==> config.mk <==
export PLATFORM = sky130hd
export DESIGN_NAME = imem_port_arbiter
export DESIGN_NICKNAME = d
export VERILOG_FILES = /design/src/rtl/imem_port_arbiter.sv
export SDC_FILE = /design/constraint.sdc
export NUM_CORES = 1
export LEC_CHECK = 0
export BUFFER_PORTS_ARGS = -buffer_cell sky130_fd_sc_hd__buf_4
export CORE_MARGIN = 3
export CORE_UTILIZATION = 44
export CTS_CLUSTER_SIZE = 14
export DETAILED_ROUTE_END_ITERATION = 6
export GPL_ROUTABILITY_DRIVEN = 1
export PLACE_DENSITY = 0.77
export SLEW_MARGIN = 20
export SYNTH_ARGS = -nofsm -noshare
export SYNTH_HDL_FRONTEND = slang
export SYNTH_SLANG_ARGS = --single-unit
==> constraint.sdc <==
create_clock -name clock -period 1.35 [get_ports clock]
set_input_delay 0.0675 -clock clock [delete_from_list [all_inputs] [get_ports clock]]
set_output_delay 0.0675 -clock clock [all_outputs]
set_load 0.02 [all_outputs]
==> src/rtl/imem_port_arbiter.sv <==
// Arbiter that shares one single-port memory between instruction fetch and the load path.
// Each access is an issue/wait/capture/done sequence; data has priority, with a streak limit that keeps fetch from starving.
module imem_port_arbiter #(
    parameter int unsigned ADDR_W          = 16,
    parameter int unsigned DATA_W          = 16,
    parameter int unsigned MEM_LATENCY     = 2,
    parameter int unsigned MAX_DATA_STREAK = 3
) (
    input  logic              clock,
    input  logic              reset,
    input  logic [ADDR_W-1:0] PC,
    input  logic              instrmem_rd,
    output logic [DATA_W-1:0] instr_dout,
    output logic              complete_instr,
    input  logic [ADDR_W-1:0] l_macc,
    input  logic              data_rd,
    output logic [DATA_W-1:0] data_dout,
    output logic              complete_data,
    output logic [ADDR_W-1:0] mem_addr,
    output logic              mem_rd,
    input  logic [DATA_W-1:0] mem_rdata,
    output logic              busy,
    output logic              grant_src
);

    localparam int unsigned CNT_W = 4;

    localparam logic [1:0] S_IDLE  = 2'd0;
    localparam logic [1:0] S_ISSUE = 2'd1;
    localparam logic [1:0] S_WAIT  = 2'd2;
    localparam logic [1:0] S_DONE  = 2'd3;

    localparam logic [CNT_W-1:0] LAT_LOAD   = CNT_W'(MEM_LATENCY - 1);
    localparam logic [CNT_W-1:0] STREAK_MAX = CNT_W'(MAX_DATA_STREAK);

    logic [1:0]        state_q,          state_d;
    logic [CNT_W-1:0]  cnt_q,            cnt_d;
    logic [CNT_W-1:0]  streak_q,         streak_d;
    logic [ADDR_W-1:0] mem_addr_q,       mem_addr_d;
    logic              grant_src_q,      grant_src_d;
    logic              mem_rd_q,         mem_rd_d;
    logic [DATA_W-1:0] instr_dout_q,     instr_dout_d;
    logic [DATA_W-1:0] data_dout_q,      data_dout_d;
    logic              complete_instr_q, complete_instr_d;
    logic              complete_data_q,  complete_data_d;
    logic              busy_q,           busy_d;
    logic              pick_data_c;

    // Next-state and registered-output logic.
    always_comb begin
        state_d          = state_q;
        cnt_d            = cnt_q;
        streak_d         = streak_q;
        mem_addr_d       = mem_addr_q;
        grant_src_d      = grant_src_q;
        mem_rd_d         = 1'b0;
        instr_dout_d     = instr_dout_q;
        data_dout_d      = data_dout_q;
        complete_instr_d = 1'b0;
        complete_data_d  = 1'b0;
        pick_data_c      = data_rd && !(instrmem_rd && (streak_q == STREAK_MAX));

        case (state_q)
            S_IDLE: begin
                if (instrmem_rd || data_rd) begin
                    state_d     = S_ISSUE;
                    mem_rd_d    = 1'b1;
                    grant_src_d = pick_data_c;
                    mem_addr_d  = pick_data_c ? l_macc : PC;
                    // Streak only grows while a fetch is actually being held off.
                    if (pick_data_c && instrmem_rd) begin
                        streak_d = (streak_q == STREAK_MAX) ? streak_q : streak_q + 1'b1;
                    end else begin
                        streak_d = '0;
                    end
                end
            end
            S_ISSUE: begin
                state_d = S_WAIT;
                cnt_d   = LAT_LOAD;
            end
            S_WAIT: begin
                if (cnt_q == '0) begin
                    state_d = S_DONE;
                    if (grant_src_q) begin
                        data_dout_d     = mem_rdata;
                        complete_data_d = 1'b1;
                    end else begin
                        instr_dout_d     = mem_rdata;
                        complete_instr_d = 1'b1;
                    end
                end else begin
                    cnt_d = cnt_q - 1'b1;
                end
            end
            S_DONE: begin
                state_d = S_IDLE;
            end
            default: begin
                state_d = S_IDLE;
            end
        endcase

        busy_d = (state_d != S_IDLE);
    end

    always_ff @(posedge clock) begin
        if (reset) begin
            state_q          <= S_IDLE;
            cnt_q            <= '0;
            streak_q         <= '0;
            mem_addr_q       <= '0;
            grant_src_q      <= 1'b0;
            mem_rd_q         <= 1'b0;
            instr_dout_q     <= '0;
            data_dout_q      <= '0;
            complete_instr_q <= 1'b0;
            complete_data_q  <= 1'b0;
            busy_q           <= 1'b0;
        end else begin
            state_q          <= state_d;
            cnt_q            <= cnt_d;
            streak_q         <= streak_d;
            mem_addr_q       <= mem_addr_d;
            grant_src_q      <= grant_src_d;
            mem_rd_q         <= mem_rd_d;
            instr_dout_q     <= instr_dout_d;
            data_dout_q      <= data_dout_d;
            complete_instr_q <= complete_instr_d;
            complete_data_q  <= complete_data_d;
            busy_q           <= busy_d;
        end
    end

    assign mem_addr       = mem_addr_q;
    assign grant_src      = grant_src_q;
    assign mem_rd         = mem_rd_q;
    assign instr_dout     = instr_dout_q;
    assign data_dout      = data_dout_q;
    assign complete_instr = complete_instr_q;
    assign complete_data  = complete_data_q;
    assign busy           = busy_q;

endmodule

==> results of run 1 <==
## cell usage in the layout (no fill, tap or decap), types with 2 or more instances in the layout
master / Yosys / routed
buf_4: 5 / 121
dfxtp_1: 63 / 58
nand3_1: 51 / 50
a21oi_1: 39 / 30
o21ai_0: 42 / 28
nor2_1: 22 / 21
dlygate4sd3_1: 0 / 14
o21ai_1: 2 / 13
a311oi_2: 10 / 12
o21ai_2: 10 / 11
buf_12: 2 / 10
a21oi_2: 0 / 9
clkbuf_8: 0 / 9
nand2_1: 4 / 4
a311oi_1: 6 / 4
ha_4: 0 / 4
dfxtp_2: 0 / 4
inv_2: 0 / 3
inv_1: 7 / 3
nor3_1: 3 / 3
ha_1: 7 / 3
clkbuf_1: 15 / 3
and4bb_4: 1 / 2
and4b_1: 2 / 2
nor2b_1: 2 / 2
and2_1: 2 / 2
or3b_4: 0 / 2
nand4_1: 2 / 2
nand4b_1: 2 / 2
a31oi_1: 2 / 2
o21ai_4: 0 / 2
bufinv_16: 0 / 2
clkinv_2: 0 / 2
buf_16: 0 / 2
clkbuf_16: 0 / 2
## cell type report
cell class | instances | area [um^2]
multi-input cells | 221 | 1560
fillers | 423 | 1540
repair buffers | 151 | 1400
flip-flops and latches | 63 | 1270
clock buffers | 12 | 135
well taps | 75 | 93.8
clock inverters | 4 | 70.1
inverters | 7 | 31.3
## state kept, by name (all words and copies together), names as in the netlist, 2 cells and up
register	cells
data_dout	16
instr_dout	16
mem_addr	16
cnt_q	4
streak_q	4
state_q	2
## per-layer routing
metal / routed length, um / track usage
met3: 761 / 0.0485
met1: 3710 / 0.275
met5: 0 / 0
met4: 169 / 0.105
met2: 4910 / 0.381
## critical path, cell delays in order (launching register included)
cell	delay, ps
dfxtp_4	360
inv_6	70
ha_4	140
o21a_4	170
bufbuf_16	280
nor2_1	70
a311oi_2	240
## path summary, 6_finish.rpt
| check | start | endpoint | slack, ps | cells past startpoint |
|---|---|---|---|---|
| max | state_q[0] | mem_addr[7] | -80 | 6 |
| min | PC[3] | mem_addr[3] | 7 | 3 |
| max reg2reg | state_q[0] | mem_addr[7] | -80 | 6 |
| min reg2reg | instr_dout[11] | instr_dout[11] | 480 | 2 |
## power by group through the flow
| stage | clock [mW] | combinational [mW] | sequential, mW |
|---|---|---|---|
| after floorplan | 0 | 1.54 | 2.84 |
| after global placement | 0 | 2.96 | 2.48 |
| after detailed placement | 0 | 3.04 | 2.49 |
| after CTS | 1.77 | 3.59 | 2.48 |
| after global routing | 1.88 | 4.29 | 2.53 |
| final | 1.75 | 4.06 | 2.50 |
## cells by family after synthesis
| family | after synthesis | synth area share |
|---|---|---|
| compound gates | 116 | 0.266 |
| fa+ha+maj | 7 | 0.0306 |
| buf+inv | 38 | 0.0766 |
| flops | 63 | 0.441 |
| simple gates | 98 | 0.186 |
## Yosys cell counts (all sizes together), types with 2 or more instances
cell     instances
nor3             3
o21a             2
nor2b            2
clkbuf          16
dfxtp           63
nand4bb          2
ha               7
nor2            22
buf             15
nand3           51
a21oi           39
and2             2
and4bb           2
a311oi          16
a31oi            2
nand4            2
and4b            2
or3b             2
nand2            4
nand4b           2
inv              7
o21ai           54
## per-stage QoR
step,area (um^2),TNS [ps],std cells
2_1_floorplan,2900,-3.87,322
3_3_place_gp,3800,-12.6,491
3_5_place_dp,3800,-2370,491
4_1_cts,4320,-67.2,525
5_1_grt,4560,-2260,533
6_report,4560,-411,533
## what timing repair did
item | CTS | global route
buffers inserted | 3 | 4
resized for setup | 21 | 40
endpoints found under the hold margin | 19 | 2
endpoints found under the setup margin | 56 | 54
hold buffers | 12 | 2
pin swaps | 5 | 13
gates cloned | 3 | 2
==> reports/results.txt, run 1 <==
Comb power frac: 0.488
Sw Pwr: 3.05 mW
Nets: 512
Vert. Die Dim: 86.6 um
Required time worst endpoint: 1590 ps
EDFF count, synth: 0
GR Util All Layers: 0.226
Leakage power: 1.82 nW
Data arrival time of the worst path: 1670 ps
Setup WS post-layout: -77.9 ps
Fmax: 700 MHz
Clock sink count: 63
Ys async rst share: 0
Final Cycle Share: 1.06
Flop pwr share: 0.301
Worst-path fanout max: 8
Initial antenna violation count: 0
CTS Buf Count: 9
DIE AREA: 7500 um^2
Hold_ws: 6.65 ps
Pint: 5.26 mW
Syn Std Cell Area: 2860 um^2
Placement Setup Slack: -103 ps
Slew at the pin closest to its max-slew limit: 720 ps
Area grow syn2layout: 59.4%
Post-Syn Area per Cell: 8.88 um^2
Clock latency at the later pin of the worst-skew pair: 330 ps
Total of max-cap violations: 0
Ports: 105
# setup viols final: 17
First-pass DRT Iterations: 5
Yosys top cell area share: 0.441
Deepest clock path buffer count: 2
Top_reg_cell synth: dfxtp_1
Mapped Nets: 381
Ys Warns: 0
HPWL after DPL: 5.46 mm
Hold Fails Final Rpt: 0
CTS tree: yes
Relative slew slack: 0.515
Pin count of the biggest net entering global routing: 39
Share of cells above drive strength 1: 0.454
Sw frac: 0.367
Clk pwr share: 0.211
Rows: 28
DRC errors left: 0
Register area share after synthesis: 0.441
Die width: 86.6 um
Final core utilization: 0.748
Vias/cell: 5.87
Clk root buf: clkbuf_8
Vias in the first global route: 2,941
DRT Wirelength: 9.55 mm
Initial DRC Count: 179
First-pass GRT wire length: 13.5 mm
Status: finished, violations left
Via count: 3,128
Period minus WS final: 1430 ps
Violated checks: negative setup slack
Htree depth: 3
Netlist cell types: 38
Skew final: 6.64 ps
Critical Path Source Type: flip-flop
Avg WL per Cell: 17.9 um
Synth Instances: 322
IO buf count: 104
Worst Setup End Kind: flip-flop
Slew Limit Fails: 0
Synth area leaders: dfxtp_1 44%, nand3_1 8.9%, o21ai_0 7.3%, a21oi_1 6.8%, a311oi_2 5.2%
CORE AREA: 6100 um^2
Remaining antenna violation count: 0
Starting density of the core: 0.469
#FFs+latches synth: 63
Hold/Removal Path Class: primary input to flip-flop
Power per cell area: 1820 nW/um^2
Critical Setup Path Class: flip-flop to flip-flop
Remaining Overflow, GRT: 0
Routability Congestion: 0.839
CTS clk-pin slew, worst paths: 70 ps
VDD IR-drop max: 1350 uV
Final Power: 8.31 mW
Leading area contributor after synthesis: dfxtp_1
ANT cells: 0
RSZ-0062 raised after global routing: yes
(Power assumes the default switching activity.)
==> inputs of run 2 (changes only) <==
- SETUP_SLACK_MARGIN: default -> 0.15
==> run 2 against run 1 <==
  * The run still ends with negative setup slack left
  * Via count decreased by 5.5%
  * Clock-buffer cell count increased by 1
  * Global-route usage decreased by 1.0 points
  * Worst hold slack improved by 4.1 ps
  * Largest cell class unchanged
  * Largest power group unchanged
==> reports/results.txt, run 2 (synthesized netlist as in run 1, its figures left out) <==
Met3 Routed Length: 402 um
Storage element area: 1280 um^2
Remaining Overflow, GRT: 0
R2R cell count: 5
Final Cycle Share: 1.04
Critical Path Source Type: flip-flop
Clock latency at the later pin of the worst-skew pair: 330 ps
Initial antenna violation count: 0
Met2 wire len: 4.64 mm
Vias in the first global route: 2,743
Avg WL per Cell: 16.9 um
Power per cell area: 1840 nW/um^2
Starting density of the core: 0.469
ANT cells: 0
Total of max-cap violations: 0
GR Util All Layers: 0.216
DRC errors left: 0
Reg-to-Reg Start: streak_q[0]
Flop-to-flop setup slack: -50 ps
Status: finished, violations left
Htree depth: 3
Hold Fails Final Rpt: 0
HPWL after DPL: 5.36 mm
Violated checks: negative setup slack
Met1 Wirelength: 3.65 mm
Slew at the pin closest to its max-slew limit: 298 ps
Rows: 28
Slew Limit Fails: 0
Share of cells above drive strength 1: 0.525
Commonest non-fill, non-tap cell in the layout: buf_4
Non-Filler Instances: 526
Setup WS post-layout: -51.8 ps
RSZ-0062 raised after global routing: yes
Inst Count DP: 493
Via count: 2,955
Required time worst endpoint: 1580 ps
First-pass DRT Iterations: 4
Final Power: 8.38 mW
CTS clk-pin slew, worst paths: 70 ps
FILL cells: 431
Die width: 86.6 um
Most frequent cells in the layout: 124 x buf_4, 57 x dfxtp_1, 32 x nand3_1
Skew final: 8.80 ps
Data arrival time of the worst path: 1630 ps
Total Neg Setup Slack: -223 ps
Multi-input logic area: 1670 um^2
Hold/Removal Path Class: primary input to flip-flop
Clk root buf: clkbuf_8
IO buf count: 104
Routability Congestion: 0.791
# setup viols final: 11
Worst Setup End Kind: flip-flop
Pin count of the biggest net entering global routing: 35
Nets: 505
CTS Buf Count: 9
Area grow syn2layout: 59.6%
Hold path depth: 3
Ports: 105
Deepest clock path buffer count: 2
Leakage power: 1.78 nW
Worst-path fanout max: 8
Critical Setup Path Class: flip-flop to flip-flop
Clock sink count: 63
DIE AREA: 7500 um^2
Period minus WS final: 1400 ps
Startpoint of the worst hold path: mem_rdata[14]
Max layer used: met4
CORE AREA: 6100 um^2
Relative slew slack: 0.801
First-pass GRT wire length: 13.0 mm
Vias/cell: 5.62
Worst Hold End: instr_dout[14]
CTS tree: yes
FF-to-FF End: mem_addr[13]
Vert. Die Dim: 86.6 um
Fmax: 713 MHz
Remaining antenna violation count: 0
Initial DRC Count: 165
VDD IR-drop max: 1460 uV
Final core utilization: 0.749
DRT Wirelength: 8.89 mm
run 2: cell types whose count changed in the layout (fill, tap and decap cells not counted), moves of 4 or more:
cell,before,now
a21oi_2,9,14
a21oi_1,30,25
nand3_1,50,32
dlygate4sd3_1,14,5
o21ai_1,13,17
nand3_2,1,19
run 2: worst max-delay path by stage:
| stage | start | endpoint | slack [ps] | cells after the start |
|---|---|---|---|---|
| 5_1_grt | streak_q[0] | mem_addr[15] | -120 | 4 |
| 2_1_floorplan | state_q[0] | data_dout[15] | 10 | 8 |
| 3_3_place_gp | streak_q[1] | mem_addr[5] | 20 | 5 |
| 6_report | streak_q[0] | mem_addr[13] | -50 | 5 |
| 4_1_cts | streak_q[0] | mem_addr[7] | -4 | 5 |
| 3_5_place_dp | state_q[1] | mem_addr[7] | -30 | 6 |
run 2: per-stage QoR:
step                      hold WS (ps)  setup slack, ps  cell area, um^2
after floorplan                    212             13.2             3000
after global placement             340             17.6             3920
after detailed placement           347            -28.7             3920
after CTS                         1.28            -3.74             4380
after global routing              3.92             -125             4560
final                             10.8            -51.8             4560
run 2: area by class of cell:
type / count / area share
Inverter: 7 / 0.00685
Tap cell: 75 / 0.0206
Multi-Input combinational cell: 221 / 0.366
Sequential cell: 63 / 0.280
Clock buffer: 13 / 0.0348
Timing Repair Buffer: 144 / 0.278
Clock inverter: 3 / 0.0143
run 2: critical path, cell delays in order, from the launching register on:
cell,delay [ps]
dfxtp_2,350
ha_4,180
and4bb_4,330
buf_12,150
o21ai_2,50
a311oi_2,220
run 2: what timing repair did:
item	4_1_cts	5_1_grt
endpoints found under the hold margin	5	0
setup endpoints to repair	58	59
pin swaps	21	27
gates resized for setup	29	39
buffers inserted	7	2
cloned	1	2
hold buffers	5	0
run 2: routing by layer:
metal / vias to the layer above / GRT usage
met1: 1419 / 0.270
met3: 17 / 0.0371
met4: 0 / 0.0921
met2: 88 / 0.366
li1: 1431 / -
met5: - / 0
run 2: where the power goes:
part	switching, mW	total (mW)	internal, mW
clock network	0.732	1.87	1.14
registers	0.242	2.49	2.25
logic	2.12	4.01	1.89
==> inputs of run 3 (changes only) <==
--- a/config.mk
+++ b/config.mk
@@ -7,4 +7,5 @@
 export LEC_CHECK = 0
+export ABC_CLOCK_PERIOD_IN_PS = 1350
 export BUFFER_PORTS_ARGS = -buffer_cell sky130_fd_sc_hd__buf_4
-export CORE_MARGIN = 3
+export CORE_MARGIN = 5
 export CORE_UTILIZATION = 44
==> constraint.sdc (replaced) <==
create_clock -name clock -period 1.35 [get_ports clock]
set_input_delay 0.2025 -clock clock [delete_from_list [all_inputs] [get_ports clock]]
set_output_delay 0.2025 -clock clock [all_outputs]
set_load 0.02 [all_outputs]
==> run 3 against run 2 <==
  * First-iteration DRC count grew 47%
  * Critical path depth grew 1
  * Highest routed layer unchanged
  * Utilization grew 0.099 points
  * Design area grew 4.3%
  * Setup slack lost 43 ps
  * The run still ends with negative setup slack left
  * Maximum frequency shrank 3.0%
  * Clock skew is essentially flat
  * Worst hold slack gained 120 ps
==> reports/results.txt, run 3 (synthesized netlist as in run 1, its figures left out) <==
Area grow syn2layout: 66.4%
Rows: 29
Avg WL per Cell: 18.4 um
Storage element area: 1280 um^2
Initial antenna violation count: 0
Routability Congestion: 0.782
Initial DRC Count: 243
Period minus WS final: 1440 ps
Multi-input logic area: 1870 um^2
DRT Wirelength: 9.72 mm
Pin count of the biggest net entering global routing: 35
IO buf count: 104
Remaining Overflow, GRT: 0
Status: finished, violations left
# setup viols final: 31
Required time worst endpoint: 1620 ps
Htree depth: 3
Worst Setup End Kind: flip-flop
Power per cell area: 1800 nW/um^2
Vias in the first global route: 3,007
Die width: 90.6 um
Share of cells above drive strength 1: 0.619
Vias/cell: 5.79
Critical Setup Path Class: flip-flop to flip-flop
VDD IR-drop max: 1660 uV
CTS tree: yes
Crit. path cell count: 6
Fmax: 692 MHz
Starting density of the core: 0.450
First-pass GRT wire length: 14.3 mm
Clock sink count: 63
DIE AREA: 8210 um^2
RSZ-0062 raised after global routing: yes
Final Cycle Share: 1.07
Crit-path slowest cell: and4bb_4
Worst-path fanout max: 8
CTS clk-pin slew, worst paths: 80 ps
CORE AREA: 6350 um^2
Slew at the pin closest to its max-slew limit: 483 ps
Skew final: 8.52 ps
Hold Buf Count CTS: 0
HPWL after DPL: 5.85 mm
R2R cell count: 6
First-pass DRT Iterations: 4
Hold path depth: 3
Total Neg Setup Slack: -1200 ps
Clock latency at the later pin of the worst-skew pair: 340 ps
Deepest clock path buffer count: 2
GR Util All Layers: 0.209
Placement Setup Slack: -48.1 ps
Clk root buf: clkbuf_8
Ports: 105
Total of max-cap violations: 0
Most frequent cells in the layout: 125 x buf_4, 56 x dfxtp_1, 33 x o21ai_0
ANT cells: 0
Commonest non-fill, non-tap cell in the layout: buf_4
Remaining antenna violation count: 0
Slew Limit Fails: 0
Hold_ws: 127 ps
Relative slew slack: 0.678
Leakage power: 1.79 nW
Crit-path leading delay family: simple AND/OR/NAND/NOR gates
Vert. Die Dim: 90.6 um
Setup WS post-layout: -94.7 ps
Nets: 505
CP max stage delay: 370 ps
Hold/Removal Path Class: primary input to flip-flop
Worst-path cell chain: inv_4, ha_4, and4bb_4, buf_12, nand3_1, a21oi_2
Data arrival time of the worst path: 1720 ps
Hold Fails Final Rpt: 0
CTS Buf Count: 9
Critical Path Source Type: flip-flop
Violated checks: negative setup slack
Via count: 3,056
CP bufs+invs: 2
DRC errors left: 0
FILL cells: 424
[run 3: cell count changes in the layout (fill, tap and decap cells not counted), sizes merged]
cell         previous run  this run
clkinvlp                0         4
clkbuf                 15        12
clkinv                  1         2
bufinv                  2         1
buf                   137       141
dlygate4sd3             5         0
[run 3: report_power, final]
group          leakage, nW  total (mW)  switching, mW  internal, mW
logic                 1.18        4.42           2.34          2.08
registers            0.518        2.50          0.248          2.25
clock network       0.0875        1.64          0.792         0.851
[run 3: per-layer routing]
metal  share of wire  up-vias  track usage  wire length (um)
li1                -     1434            -                 -
met1            0.38     1497        0.231              3740
met2            0.54      101        0.372              5270
met3           0.046       24       0.0417               448
met4           0.028        0        0.109               270
met5               0        -            0                 0
[run 3: cell type report]
cell class | instances | share of cell area
Timing Repair Buffer | 144 | 0.271
Clock buffer | 9 | 0.0260
Clock inverter | 7 | 0.0155
Sequential cell | 63 | 0.268
Tap cell | 77 | 0.0202
Inverter | 7 | 0.00657
Multi-Input combinational cell | 221 | 0.393
[run 3: path summary, 6_finish.rpt]
path / start / to / slack (ps)
worst min register to register: instr_dout[14] / instr_dout[14] / 480
worst max-delay path: state_q[0] / instr_dout[2] / -90
worst max register to register: state_q[0] / instr_dout[2] / -90
worst min-delay path: mem_rdata[10] / data_dout[10] / 130
[run 3: through the flow]
stage | area, um^2 | power [mW] | instances | util
after global routing | 4760 | 8.97 | 528 | 0.750
after global placement | 3970 | 5.70 | 499 | 0.625
final | 4760 | 8.56 | 528 | 0.750
after CTS | 4400 | 7.93 | 525 | 0.693
after floorplan | 3000 | 4.54 | 322 | -
after detailed placement | 3970 | 5.79 | 499 | 0.625
[run 3: what timing repair did]
action | 4_1_cts | 5_1_grt
gates resized for setup | 41 | 65
pin swaps | 26 | 55
setup buffers | 9 | 0
endpoints found under the setup margin | 59 | 59
cloned | 1 | 3
[run 3: worst min-delay path: stages]
cell	delay, ps
buf_4	120
nand3_2	70
a21oi_2	40
